[config.mk]
export PLATFORM = sky130hd
export DESIGN_NAME = udp_tx_builder
export DESIGN_NICKNAME = d
export VERILOG_FILES = /design/src/rtl/udp_pkg.sv /design/src/rtl/udp_tx_builder_ip_checksum.sv /design/src/rtl/udp_tx_builder.sv
export SDC_FILE = /design/constraint.sdc
export NUM_CORES = 1
export LEC_CHECK = 0
export ABC_AREA = 0
export CORE_AREA = 5 5 138 114
export DETAILED_ROUTE_END_ITERATION = 8
export DIE_AREA = 0 0 143 119
export HOLD_SLACK_MARGIN = 0.03
export MAX_ROUTING_LAYER = met4
export PLACE_DENSITY = 0.83
export SLEW_MARGIN = 20
export SYNTH_ARGS = -nofsm -noshare
export SYNTH_HDL_FRONTEND = slang
export SYNTH_SLANG_ARGS = --single-unit
[constraint.sdc]
create_clock -name main_clk -period 10.82 [get_ports main_clk]
set_input_delay 1.082 -clock main_clk [delete_from_list [all_inputs] [get_ports main_clk]]
set_output_delay 1.082 -clock main_clk [all_outputs]
set_load 0.01 [all_outputs]
[src/rtl/udp_pkg.sv]
// Shared definitions for the UDP transmit builder and the matching frame parser.
package udp_pkg;

  typedef enum logic [2:0] {
    S_IDLE    = 3'd0,
    S_CSUM    = 3'd1,
    S_FOLD    = 3'd2,
    S_HEADER  = 3'd3,
    S_PAYLOAD = 3'd4,
    S_PAD     = 3'd5
  } udp_tx_state_t;

  localparam int ETH_HDR_BYTES   = 14;
  localparam int IP_HDR_BYTES    = 20;
  localparam int UDP_HDR_BYTES   = 8;
  localparam int MIN_FRAME_BYTES = 60;
  localparam int HDR_BYTES       = ETH_HDR_BYTES + IP_HDR_BYTES + UDP_HDR_BYTES;
  localparam int HDR_BITS        = 8 * HDR_BYTES;

  localparam logic [15:0] ETHERTYPE_IPV4 = 16'h0800;
  localparam logic [7:0]  IP_PROTO_UDP   = 8'h11;

endpackage

[src/rtl/udp_tx_builder_ip_checksum.sv]
// IPv4 header checksum: accumulates 16-bit words into a 20-bit sum and
// presents the folded one's-complement result combinationally.
module ip_checksum (
  input  logic        clk,
  input  logic        rst,
  input  logic        clear,
  input  logic        word_valid,
  input  logic [15:0] word,
  output logic [15:0] result
);

  logic [19:0] acc_q;
  logic [19:0] acc_d;
  logic [16:0] fold_s;

  always_comb begin
    acc_d = acc_q;
    if (clear) begin
      acc_d = 20'd0;
    end else if (word_valid) begin
      acc_d = acc_q + {4'd0, word};
    end
  end

  always_ff @(posedge clk or posedge rst) begin
    if (rst) begin
      acc_q <= 20'd0;
    end else begin
      acc_q <= acc_d;
    end
  end

  // Ten words cannot carry past bit 19, so two end-around folds suffice.
  always_comb begin
    fold_s = {1'b0, acc_q[15:0]} + {13'd0, acc_q[19:16]};
    result = ~(fold_s[15:0] + {15'd0, fold_s[16]});
  end

endmodule

[src/rtl/udp_tx_builder.sv]
// Builds an Ethernet II + IPv4 + UDP frame around a streamed payload and emits
// it byte-serially, MSB of the destination MAC first. The MAC appends the FCS.
module udp_tx_builder
  import udp_pkg::*;
#(
  parameter logic [47:0] DEST_MAC    = 48'hFFFF_FFFF_FFFF,
  parameter logic [47:0] SRC_MAC     = 48'h02_00_00_00_00_01,
  parameter logic [31:0] SRC_IP      = 32'hC0A8_0101,
  parameter logic [31:0] DEST_IP     = 32'hC0A8_0102,
  parameter logic [15:0] SRC_PORT    = 16'd5000,
  parameter logic [15:0] DEST_PORT   = 16'd5001,
  parameter logic [7:0]  TTL         = 8'd64,
  parameter int          MAX_PAYLOAD = 1472
) (
  input  logic        main_clk,
  input  logic        main_rst,
  input  logic        start,
  input  logic [15:0] payload_len,
  output logic        busy,
  output logic        err_len,
  input  logic [7:0]  pl_data,
  input  logic        pl_valid,
  output logic        pl_ready,
  output logic [7:0]  tx_data,
  output logic        tx_valid,
  input  logic        tx_ready,
  output logic        tx_last,
  output logic [2:0]  dbg_state
);

  // Handshake: a byte moves on every clock edge where valid && ready. valid never
  // waits on ready; data/last stay put while valid && !ready.
  udp_tx_state_t state_q, state_d;
  logic [15:0] len_q, len_d;
  logic [15:0] ip_id_q, ip_id_d;
  logic [3:0]  csum_cnt_q, csum_cnt_d;
  logic [5:0]  hdr_idx_q, hdr_idx_d;
  logic [15:0] pl_cnt_q, pl_cnt_d;
  logic [4:0]  pad_left_q, pad_left_d;
  logic [7:0]  tx_data_q, tx_data_d;
  logic        tx_valid_q, tx_valid_d;
  logic        tx_last_q, tx_last_d;
  logic        err_len_q, err_len_d;

  logic [15:0] csum_word;
  logic [15:0] csum;
  logic [15:0] ip_len;
  logic [15:0] udp_len;
  logic [HDR_BITS-1:0] hdr_vec;
  logic [5:0]  hdr_sel;
  logic [8:0]  hdr_msb;
  logic [7:0]  hdr_byte;
  logic        len_ok;
  logic        no_pad;
  logic        last_pl;
  logic [4:0]  pad_init;

  assign ip_len   = 16'(IP_HDR_BYTES + UDP_HDR_BYTES) + len_q;
  assign udp_len  = 16'(UDP_HDR_BYTES) + len_q;
  assign len_ok   = (payload_len != 16'd0) && (payload_len <= 16'(MAX_PAYLOAD));
  assign no_pad   = len_q >= 16'(MIN_FRAME_BYTES - HDR_BYTES);
  assign last_pl  = pl_cnt_q == (len_q - 16'd1);
  assign pad_init = 5'(16'(MIN_FRAME_BYTES - HDR_BYTES) - len_q);

  always_comb begin
    csum_word = 16'h0000;
    case (csum_cnt_q)
      4'd0:    csum_word = 16'h4500;
      4'd1:    csum_word = ip_len;
      4'd2:    csum_word = ip_id_q;
      4'd3:    csum_word = 16'h4000;
      4'd4:    csum_word = {TTL, IP_PROTO_UDP};
      4'd5:    csum_word = 16'h0000;
      4'd6:    csum_word = SRC_IP[31:16];
      4'd7:    csum_word = SRC_IP[15:0];
      4'd8:    csum_word = DEST_IP[31:16];
      4'd9:    csum_word = DEST_IP[15:0];
      default: csum_word = 16'h0000;
    endcase
  end

  ip_checksum u_csum (
    .clk        (main_clk),
    .rst        (main_rst),
    .clear      (state_q == S_IDLE),
    .word_valid (state_q == S_CSUM),
    .word       (csum_word),
    .result     (csum)
  );

  assign hdr_vec = {DEST_MAC, SRC_MAC, ETHERTYPE_IPV4,
                    16'h4500, ip_len, ip_id_q, 16'h4000, TTL, IP_PROTO_UDP, csum,
                    SRC_IP, DEST_IP,
                    SRC_PORT, DEST_PORT, udp_len, 16'h0000};

  // The byte loaded into the output register is always the one after the current.
  always_comb begin
    hdr_sel = 6'd0;
    if (state_q == S_HEADER && hdr_idx_q != 6'(HDR_BYTES - 1)) begin
      hdr_sel = hdr_idx_q + 6'd1;
    end
    hdr_msb  = 9'(HDR_BITS - 1) - {hdr_sel, 3'b000};
    hdr_byte = hdr_vec[hdr_msb -: 8];
  end

  always_comb begin
    state_d    = state_q;
    len_d      = len_q;
    ip_id_d    = ip_id_q;
    csum_cnt_d = csum_cnt_q;
    hdr_idx_d  = hdr_idx_q;
    pl_cnt_d   = pl_cnt_q;
    pad_left_d = pad_left_q;
    tx_data_d  = tx_data_q;
    tx_valid_d = tx_valid_q;
    tx_last_d  = tx_last_q;
    err_len_d  = 1'b0;
    case (state_q)
      S_IDLE: begin
        if (start) begin
          if (len_ok) begin
            len_d      = payload_len;
            csum_cnt_d = 4'd0;
            hdr_idx_d  = 6'd0;
            state_d    = S_CSUM;
          end else begin
            err_len_d = 1'b1;
          end
        end
      end
      S_CSUM: begin
        csum_cnt_d = csum_cnt_q + 4'd1;
        if (csum_cnt_q == 4'd9) begin
          state_d = S_FOLD;
        end
      end
      S_FOLD: begin
        tx_data_d  = hdr_byte;
        tx_valid_d = 1'b1;
        tx_last_d  = 1'b0;
        state_d    = S_HEADER;
      end
      S_HEADER: begin
        if (tx_valid_q && tx_ready) begin
          if (hdr_idx_q == 6'(HDR_BYTES - 1)) begin
            pl_cnt_d   = 16'd0;
            tx_valid_d = 1'b0;
            tx_data_d  = 8'd0;
            state_d    = S_PAYLOAD;
          end else begin
            hdr_idx_d = hdr_sel;
            tx_data_d = hdr_byte;
          end
        end
      end
      S_PAYLOAD: begin
        if (pl_valid && tx_ready) begin
          pl_cnt_d = pl_cnt_q + 16'd1;
          if (last_pl) begin
            if (no_pad) begin
              ip_id_d = ip_id_q + 16'd1;
              state_d = S_IDLE;
            end else begin
              pad_left_d = pad_init;
              tx_data_d  = 8'd0;
              tx_valid_d = 1'b1;
              tx_last_d  = (pad_init == 5'd1);
              state_d    = S_PAD;
            end
          end
        end
      end
      S_PAD: begin
        if (tx_valid_q && tx_ready) begin
          if (pad_left_q == 5'd1) begin
            tx_valid_d = 1'b0;
            tx_last_d  = 1'b0;
            ip_id_d    = ip_id_q + 16'd1;
            state_d    = S_IDLE;
          end else begin
            pad_left_d = pad_left_q - 5'd1;
            tx_last_d  = (pad_left_q == 5'd2);
          end
        end
      end
      default: state_d = S_IDLE;
    endcase
  end

  always_ff @(posedge main_clk or posedge main_rst) begin
    if (main_rst) begin
      state_q    <= S_IDLE;
      len_q      <= 16'd0;
      ip_id_q    <= 16'd0;
      csum_cnt_q <= 4'd0;
      hdr_idx_q  <= 6'd0;
      pl_cnt_q   <= 16'd0;
      pad_left_q <= 5'd0;
      tx_data_q  <= 8'd0;
      tx_valid_q <= 1'b0;
      tx_last_q  <= 1'b0;
      err_len_q  <= 1'b0;
    end else begin
      state_q    <= state_d;
      len_q      <= len_d;
      ip_id_q    <= ip_id_d;
      csum_cnt_q <= csum_cnt_d;
      hdr_idx_q  <= hdr_idx_d;
      pl_cnt_q   <= pl_cnt_d;
      pad_left_q <= pad_left_d;
      tx_data_q  <= tx_data_d;
      tx_valid_q <= tx_valid_d;
      tx_last_q  <= tx_last_d;
      err_len_q  <= err_len_d;
    end
  end

  // Payload bytes bypass the output register so the stream costs no bubble.
  always_comb begin
    if (state_q == S_PAYLOAD) begin
      tx_data  = pl_data;
      tx_valid = pl_valid;
      tx_last  = last_pl && no_pad;
      pl_ready = tx_ready;
    end else begin
      tx_data  = tx_data_q;
      tx_valid = tx_valid_q;
      tx_last  = tx_last_q;
      pl_ready = 1'b0;
    end
  end

  assign busy      = (state_q != S_IDLE);
  assign err_len   = err_len_q;
  assign dbg_state = state_q;

endmodule

* Word-level counts from Yosys, hierarchy flattened *
Cells that the tools add are included.

storage, ports and cells
  register bits after elaboration = 97
  word-level logic and storage cells = 154

operators by class
  add/sub/neg operators = 13
  order comparisons = 2
  equality and inequality tests = 32
  shifts and indexed selects = 1
  muxes and demuxes = 66
  bitwise logic cells = 1
  reductions and logical operators = 27

operators with widths
  operator                 count
  $shiftx A343 B10 Y8      1
  $mux W16                 8
  $pmux W16 S8             1
  $pmux W16 S2             2
  $mux W8                  6
  $mux W20                 2
  $add A16 B1 Y16 const B  2
  $mux W3                  10
  $mux W6                  5
  $mux W5                  5
  $pmux W8 S3              1
  $ne A2 B2 Y1 const B     11
  $add A20 B16 Y20         1
  $mux W1                  18
  $pmux W3 S6              1
  $add A16 B4 Y17          1
  $add A16 B1 Y16          1
  $add A4 B16 Y16 const A  1
  $add A5 B16 Y16 const A  1
  $eq A16 B16 Y1           1
  $ge A16 B5 Y1 const B    1
  $le A16 B11 Y1 const B   1
  $not A16 Y16             1
  $reduce_bool A16 Y1      1
  other kinds (37)         59

* Logic depth before layout (Yosys ltp) *
Gate-level depths: netlist of the first run.

  depth after elaboration = 8
  mapped depth = 18
  depth with buffers taken out = 17

* Modules after synthesis *
From an unflattened synthesis of the first run, not the netlist that was laid out.

unflattened totals
  cells, all modules = 1,123
  area, all modules = 9,058.7 um^2

by module, submodules not included
  module          times used  cells each  area each (um^2)  sequential area each (um^2)
  udp_tx_builder  1           819         6,600.1           1,926.8
  ip_checksum     1           304         2,458.6           500.5

* Worst setup path before layout of the first run *
No wires, ideal clock.

  path type = register -> register
  from = reg hdr_idx_q[1]
  to = reg tx_data_q[2]
  arrival = 3.582 ns
  required time = 10.694 ns
  slack = 7.112 ns
  stages on the path, launching flop included = 16
  buffers on the path = 3
  period minus slack after synthesis = 3.708 ns
  cell sequence = dfrtp_1 -> inv_1 -> ha_1 -> and3b_1 -> buf_1 -> a21oi_1 -> clkbuf_1 -> nand2b_1 -> ha_1 -> and2_1 -> a2111oi_2 -> buf_2 -> nor2_1 -> a221o_1 -> a21o_1 -> a221o_1

between the ends
  longest elaborated chain between the ends = 8
  elaborated cells between the ends (all ways) = 10
  classes of those cells = add/sub (2); eq/ne (2); shift (1); mux (4); reduce/logical (1)

RTL lines
  item                                                   RTL line               source
  start, declared                                        udp_tx_builder.sv:37   logic [5:0] hdr_idx_q, hdr_idx_d;
  start signal, assigned                                 udp_tx_builder.sv:208  hdr_idx_q <= hdr_idx_d;
  branches (longest 7 deep; another with $sub A9 B9 Y9)  --
  $pmux W8 S3 *                                          udp_tx_builder.sv:118  case (state_q)
  end signal, assigned                                   udp_tx_builder.sv:211  tx_data_q <= tx_data_d;
  end, declared                                          udp_tx_builder.sv:40   logic [7:0] tx_data_q, tx_data_d;

Mark *: on every way between the ends. The select of a mux whose other input is x is not followed.
A chain may end at the register's enable or synchronous reset.

* Final worst setup path of the first run *
  from = reg len_q[0]
  to = out tx_last

between the ends
  longest elaborated chain between the ends = 4
  elaborated cells between the ends (all ways) = 5
  classes of those cells = add/sub (1); order compare (1); eq/ne (1); mux (1); reduce/logical (1)

RTL lines
  item                    RTL line               source
  start, declared         udp_tx_builder.sv:34   logic [15:0] len_q, len_d;
  start signal, assigned  udp_tx_builder.sv:205  len_q <= len_d;
  $sub A16 B1 Y16         udp_tx_builder.sv:62   assign last_pl = pl_cnt_q == (len_q - 16'd1);
  $eq A16 B16 Y1          udp_tx_builder.sv:62
  $logic_and A1 B1 Y1 *   udp_tx_builder.sv:223  tx_last = last_pl && no_pad;
  $mux W1 *               udp_tx_builder.sv:220  if (state_q == S_PAYLOAD) begin
  end, declared           udp_tx_builder.sv:27   output logic tx_last,

Mark *: on every way between the ends. The rest lies on a longest branch, timed or not.

==> flow_metrics.env, run 1 <==
export IMPL_status="finished clean"
export IMPL_synth_compound_area_share=0.241
export IMPL_path_depth=10
export IMPL_critical_path_cell_chain="inv_1 > ha_1 > nand3b_1 > nor4_1 > o2111ai_1 > nand4bb_1 > a2111oi_4 > nand2_1 > o21ai_0 > clkdlybuf4s50_1"
export IMPL_crit_start="len_q[0]$_DFFE_PP0P_"
export IMPL_worstSetupPathType="flip-flop to output pin"
export IMPL_grt_max_degree=76
export IMPL_hold_class="flip-flop to flip-flop"
export IMPL_synthXorXnorAreaFrac=0.0977
export IMPL_cts_made_buffers=9
export IMPL_fmax_mhz=202
export IMPL_synth_ff_type="dfrtp_1"
export IMPL_rr_startpoint="dbg_state[0]$_DFFE_PP0P_"
export IMPL_vdd_drop_max_uv=94.1
export IMPL_slowest_delay_ns=0.58
export IMPL_synth_area_per_cell_um2=7.96
export IMPL_p_leak_nw=4.13
export IMPL_dieWidth_um=143
export IMPL_syn_area_um2=8960
export IMPL_synthToLayoutAreaGrowth_pct=9.21
export IMPL_drive_gt1_frac=0.0635
export IMPL_syn_nets=1200
export IMPL_cts_sinks=97
export IMPL_coreArea_um2=14100
export IMPL_ys_ff_latch=97
export IMPL_placementRows=39
export IMPL_insertion_delay_ns=0.36
export IMPL_cts_tree="done"
export IMPL_wl_per_cell_um=21.4
export IMPL_worstMarginPinSlew_ns=1.05
export IMPL_rr_worst_depth=11
export IMPL_grt_overflow=0
export IMPL_cts_buffer_depth=2
export IMPL_firstDrtPassIters=6
export IMPL_placed_cell_area_um2=9470
export IMPL_hold_violations=0
export IMPL_yosys_area_share_simple=0.247
export IMPL_wl_um=28200
export IMPL_async_reset_ff_frac=1.00
export IMPL_syn_inst=1126
export IMPL_drt_iter0_drc=1387
export IMPL_cts_resized=0
export IMPL_routabilityCongestion=1.01
export IMPL_finalInstanceArea_um2=9790
export IMPL_ys_seq_area_frac=0.271
export IMPL_min_period_ns=4.94
export IMPL_antenna_found_initial=1
export IMPL_drc_errors=0
export IMPL_critPathTopFamily="simple AND/OR/NAND/NOR gates"
export IMPL_htree_levels=3
export IMPL_hold_buffers=0
export IMPL_crit_fanout=11
export IMPL_grt_first_pass_wirelength_um=44200
export IMPL_worstPathArrival_ns=3.86
export IMPL_place_hpwl_um=20900
export IMPL_min_period_over_period=0.457
export IMPL_hold_path_depth=1
export IMPL_drv_slew=0
export IMPL_vias=9054
export IMPL_ant_nets=0
export IMPL_hp_start="ip_id_q[15]$_DFFE_PP0P_"
export IMPL_nFillCells=1184
export IMPL_cts_setup_buffers=0
export IMPL_cp_slowest_cell="dfrtp_1"
export IMPL_synth_top_family_by_area="simple AND/OR/NAND/NOR gates"
export IMPL_path_clk_slew_ns=0.07
export IMPL_synth_edf_count=0
export IMPL_track_usage=0.335
export IMPL_grt_pass1_vias=7911
export IMPL_nets=1203
export IMPL_synthAdderAreaFrac=0.0645
export IMPL_endpoint_kind="output pin"
export IMPL_regToRegSetupSlack_ns=6.04
export IMPL_tns_ns=0
export IMPL_die_y_um=119
export IMPL_slew_headroom=0.294
export IMPL_powerDensity_nw_per_um2=78.6
export IMPL_cp_num_buf_inv=2
export IMPL_muxShareOfSynthArea=0.0321
export IMPL_dieArea_um2=17000
export IMPL_portBuffers=44
export IMPL_cp_start_kind="flip-flop"
export IMPL_rsz0062_at_grt="no"
export IMPL_yosys_warnings=0
export IMPL_fin_skew_ns=0.00733
export IMPL_start_util=0.636
export IMPL_setup_violations=0
export IMPL_cts_root_buf="clkbuf_16"
export IMPL_io_pins=45
export IMPL_yosysUniqueCellTypes=89
export IMPL_maxCapViolCount=0
export IMPL_worstPathRequired_ns=9.74
export IMPL_viasPerCell=6.86
final timing paths:
kind / endpoint
worst min-delay path: ip_id_q[15]$_DFFE_PP0P_
worst max register to register: tx_data_q[0]$_DFFE_PP0P_
worst min register to register: ip_id_q[15]$_DFFE_PP0P_
max in group asynchronous: tx_data_q[0]$_DFFE_PP0P_
worst max-delay path: tx_last
min in group asynchronous: ip_id_q[8]$_DFFE_PP0P_
worst reg2reg max path, stage by stage, from the launching register on:
cell,delay [ns]
dfrtp_1,0.86
and3b_1,0.34
o21ai_0,0.29
nor2_1,0.17
buf_4,0.22
clkinv_1,0.38
ha_1,0.95
nor2_1,0.31
o221a_2,0.37
o211a_1,0.11
a2111oi_0,0.53
o31ai_1,0.13
metrics by stage:
stage / util / total power, mW / hold WS, ns / std cells / worst slack, ns
global placement: 0.671 / 0.448 / 0.478 / 1301 / 6.14
CTS: 0.692 / 0.769 / 0.503 / 1317 / 5.95
global route: 0.694 / 0.793 / 0.516 / 1319 / 5.68
floorplan: - / 0.422 / 0.448 / 1126 / 7.11
finish: 0.694 / 0.769 / 0.501 / 1319 / 5.88
detailed placement: 0.671 / 0.450 / 0.490 / 1301 / 6.28
metal layers:
| layer | up-vias | global-route usage | wire (um) |
|---|---|---|---|
| met5 | - | - | 0 |
| met4 | 0 | 0.0707 | 657 |
| met3 | 71 | 0.0865 | 3520 |
| met2 | 601 | 0.438 | 11200 |
| met1 | 4256 | 0.516 | 12800 |
| li1 | 4126 | - | - |
cell type report:
cell class	count	area [um^2]	share of cell area
sequential	97	2430	0.248
clock inverter	6	62.6	0.00639
antenna	1	2.50	0.000256
clock buffer	10	229	0.0234
inverter	42	160	0.0164
multi-input combinational	925	6140	0.627
timing repair buffer	54	536	0.0547
tap	184	230	0.0235
cell families (layout without fill, tap and decap cells):
kind of cell | count (synthesis) | after routing
AOI/OAI and AO/OA | 308 | 308
and+or+nand+nor | 445 | 445
muxes | 27 | 27
buffers and inverters | 104 | 112
DFF | 97 | 97
adders and majority gates | 45 | 45
other | 0 | 1
xor gates and xnor gates | 100 | 100
cells in the mapped netlist (all sizes together), types with 13 or more instances:
cell type	number	share of area
dfrtp	97	0.27
ha	43	0.060
inv	41	0.017
nand2	135	0.057
and3	15	0.010
nand4	23	0.017
a22o	15	0.015
a21oi	54	0.031
o21ai	78	0.044
xor2	49	0.048
a211oi	16	0.014
mux2	14	0.018
mux2i	13	0.015
buf	13	0.0084
nor4	19	0.016
nor2b	14	0.0098
a31oi	18	0.013
xnor2	51	0.050
clkbuf	49	0.021
nor2	99	0.041
nor3	36	0.021
nand3	36	0.020
state kept, by name, indices dropped and copies added, names as in the netlist, 4 cells and up:
name          count
pad_left_q        5
csum_cnt_q        4
hdr_idx_q         6
pl_cnt_q         16
ip_id_q          16
len_q            16
tx_data_q         8
u_csum.acc_q     20
power by group:
part	internal (mW)	switching (mW)	leakage, nW
registers	0.370	0.0139	1.28
logic	0.0304	0.0313	2.71
clock network	0.162	0.161	0.136
total	0.563	0.206	4.13
cells in the final DEF (no fill, tap or decap), drive strengths merged, types with 8 or more instances in the layout:
cell type      count
clkbuf            10
a211oi            16
dfrtp             97
nand2b             8
buf               10
a21o              11
mux2              14
o31ai             11
nand2            135
xor2              49
or3               12
a21oi             54
nand4             23
nor3              36
a22o              15
a31oi             18
clkdlybuf4s50     44
ha                43
xnor2             51
and2              12
inv               44
or2                8
o21ai             78
nand3             36
nor2b             14
nor4              19
and3              15
nor2              99
mux2i             13
Note: power is estimated with default switching activity, not from simulation.
==> run 2, diff against run 1 <==
CORE_AREA = 5 5 148 122   (was 5 5 138 114)
DIE_AREA = 0 0 153 127   (was 0 0 143 119)
PLACE_DENSITY = 0.76   (was 0.83)
clock period = 4.1 ns   (was 10.82 ns; I/O delays follow)
==> run 2 against run 1 <==
Sequential share of layout area shrank 0.57 points. Via count decreased by 2.0%. Register-to-register slack got worse by 5.8 ns. First-iteration DRC count is 27% lower. Combinational power rose to 2.6 times the previous value. Worst hold slack lost 0.025 ns. Largest cell class unchanged. Largest power group unchanged.
==> flow_metrics.env, run 2 (synthesized netlist as in run 1, its figures left out) <==
export IMPL_worstPathArrival_ns=3.51
export IMPL_dieArea_um2=19400
export IMPL_powerDensity_nw_per_um2=205
export IMPL_largest_reg_flops=20
export IMPL_dieWidth_um=153
export IMPL_grt_first_pass_wirelength_um=44300
export IMPL_path_depth=10
export IMPL_drive_gt1_frac=0.0874
export IMPL_grt_max_degree=51
export IMPL_post_place_ws_ns=0.115
export IMPL_slew_headroom=0.404
export IMPL_vias=8872
export IMPL_start_util=0.550
export IMPL_hold_slack_ns=0.476
export IMPL_layout_setup_ws_ns=0.180
export IMPL_reg2reg_to="u_csum.acc_q[15]$_DFFE_PP0P_"
export IMPL_maxCapViolCount=0
export IMPL_cp_slowest_cell="clkdlybuf4s50_1"
export IMPL_drv_slew=0
export IMPL_grt_pass1_vias=8245
export IMPL_wl_um=27200
export IMPL_worstMarginPinSlew_ns=0.894
export IMPL_wl_met2_um=11100
export IMPL_regToRegSetupSlack_ns=0.27
export IMPL_track_usage=0.286
export IMPL_routabilityCongestion=1.01
export IMPL_min_period_over_period=0.956
export IMPL_hold_buffers=0
export IMPL_critPathTopFamily="compound AO/OA/AOI/OAI gates"
export IMPL_p_clk_frac=0.431
export IMPL_met1_length_um=12800
export IMPL_top_layer_used="met4"
export IMPL_min_period_ns=3.92
export IMPL_rr_startpoint="len_q[3]$_DFFE_PP0P_"
export IMPL_worstPathRequired_ns=3.69
export IMPL_diodes=0
export IMPL_endpoint_kind="output pin"
export IMPL_antenna_found_initial=0
export IMPL_nets=1224
export IMPL_drt_iter0_drc=1018
export IMPL_insertion_delay_ns=0.37
export IMPL_placementRows=42
export IMPL_rr_worst_depth=15
export IMPL_cts_tree="done"
export IMPL_ant_nets=0
export IMPL_placed_cell_area_um2=9660
export IMPL_coreArea_um2=16300
export IMPL_fin_total_pwr_mw=2.06
export IMPL_path_clk_slew_ns=0.08
export IMPL_crit_start="len_q[1]$_DFFE_PP0P_"
export IMPL_cp_num_buf_inv=2
export IMPL_p_int_mw=1.50
export IMPL_fmax_mhz=255
export IMPL_die_y_um=127
export IMPL_fin_skew_ns=0.00797
export IMPL_status="finished clean"
export IMPL_wl_met3_um=2740
export IMPL_critical_path_cell_chain="inv_1 > ha_2 > nand3b_1 > o31a_1 > nor3_2 > o21ai_2 > a2111oi_4 > nand2_1 > o21ai_0 > clkdlybuf4s50_1"
export IMPL_layout_common_cells="135 x nand2_1, 99 x nor2_1, 96 x dfrtp_1"
export IMPL_cp_start_kind="flip-flop"
export IMPL_p_comb_frac=0.077
export IMPL_io_pins=45
export IMPL_firstDrtPassIters=5
export IMPL_drc_errors=0
export IMPL_crit_fanout=9
export IMPL_setup_violations=0
export IMPL_crit_end="tx_last"
export IMPL_p_sw_mw=0.560
export IMPL_vdd_drop_max_uv=197
export IMPL_htree_levels=3
export IMPL_place_hpwl_um=20700
export IMPL_largest_register="u_csum.acc_q"
export IMPL_hold_violations=0
export IMPL_hold_class="input pin to async pin"
export IMPL_grt_overflow=0
export IMPL_p_leak_nw=4.23
export IMPL_finalInstanceArea_um2=10000
export IMPL_p_seq_frac=0.492
export IMPL_slowest_delay_ns=0.58
export IMPL_swShare=0.272
export IMPL_portBuffers=44
export IMPL_cts_buffer_depth=2
export IMPL_cts_sinks=97
export IMPL_synthToLayoutAreaGrowth_pct=11.8
export IMPL_final_common_cell="nand2_1"
export IMPL_cts_root_buf="clkbuf_16"
export IMPL_worstSetupPathType="flip-flop to output pin"
export IMPL_cts_made_buffers=9
export IMPL_wl_per_cell_um=19.8
export IMPL_viasPerCell=6.45
[run 2: power by group through the flow]
stage | clock, mW | combinational, mW | sequential (mW)
finish | 0.887 | 0.160 | 1.01
global route | 0.935 | 0.179 | 1.01
CTS | 0.895 | 0.160 | 1.01
detailed placement | 0 | 0.159 | 1.03
global placement | 0 | 0.157 | 1.03
floorplan | 0 | 0.0950 | 1.02
[run 2: final cells by class]
| class | instances | area (um^2) |
|---|---|---|
| flip-flops and latches | 97 | 2430 |
| multi-input cells | 925 | 6180 |
| well taps | 220 | 275 |
| clock inverters | 6 | 62.6 |
| fillers | 1457 | 6270 |
| repair buffers | 75 | 673 |
| clock buffers | 10 | 239 |
| inverters | 42 | 160 |
[run 2: how the worst min path moves through the flow]
stage / startpoint / end / cells past startpoint
6_report: main_rst / err_len$_DFF_PP0_ / 2
4_1_cts: tx_data_q[0]$_DFFE_PP0P_ / tx_data_q[0]$_DFFE_PP0P_ / 2
3_3_place_gp: tx_data_q[0]$_DFFE_PP0P_ / tx_data_q[0]$_DFFE_PP0P_ / 2
3_5_place_dp: tx_data_q[0]$_DFFE_PP0P_ / tx_data_q[0]$_DFFE_PP0P_ / 2
2_1_floorplan: tx_data_q[0]$_DFFE_PP0P_ / tx_data_q[0]$_DFFE_PP0P_ / 2
5_1_grt: tx_data_q[0]$_DFFE_PP0P_ / tx_data_q[0]$_DFFE_PP0P_ / 2
[run 2: per-layer routing]
| layer | up-vias | track usage |
|---|---|---|
| met2 | 465 | 0.403 |
| met3 | 53 | 0.0659 |
| met5 | - | - |
| met1 | 4187 | 0.418 |
| met4 | 0 | 0.0655 |
| li1 | 4167 | - |
[run 2: per-stage QoR]
step,instances,TNS [ns],util
final,1375,0,0.615
after global placement,1357,0,0.593
after detailed placement,1357,0,0.593
after floorplan,1126,0,-
after CTS,1374,0,0.613
after global routing,1375,-0.0307,0.615
[run 2: timing repair]
| action | 4_1_cts | 5_1_grt |
|---|---|---|
| pin swaps | 1 | 2 |
| gates resized for setup | 2 | 9 |
| endpoints found under the hold margin | 0 | 0 |
| endpoints found under the setup margin | 1 | 7 |
| setup buffers | 1 | 1 |
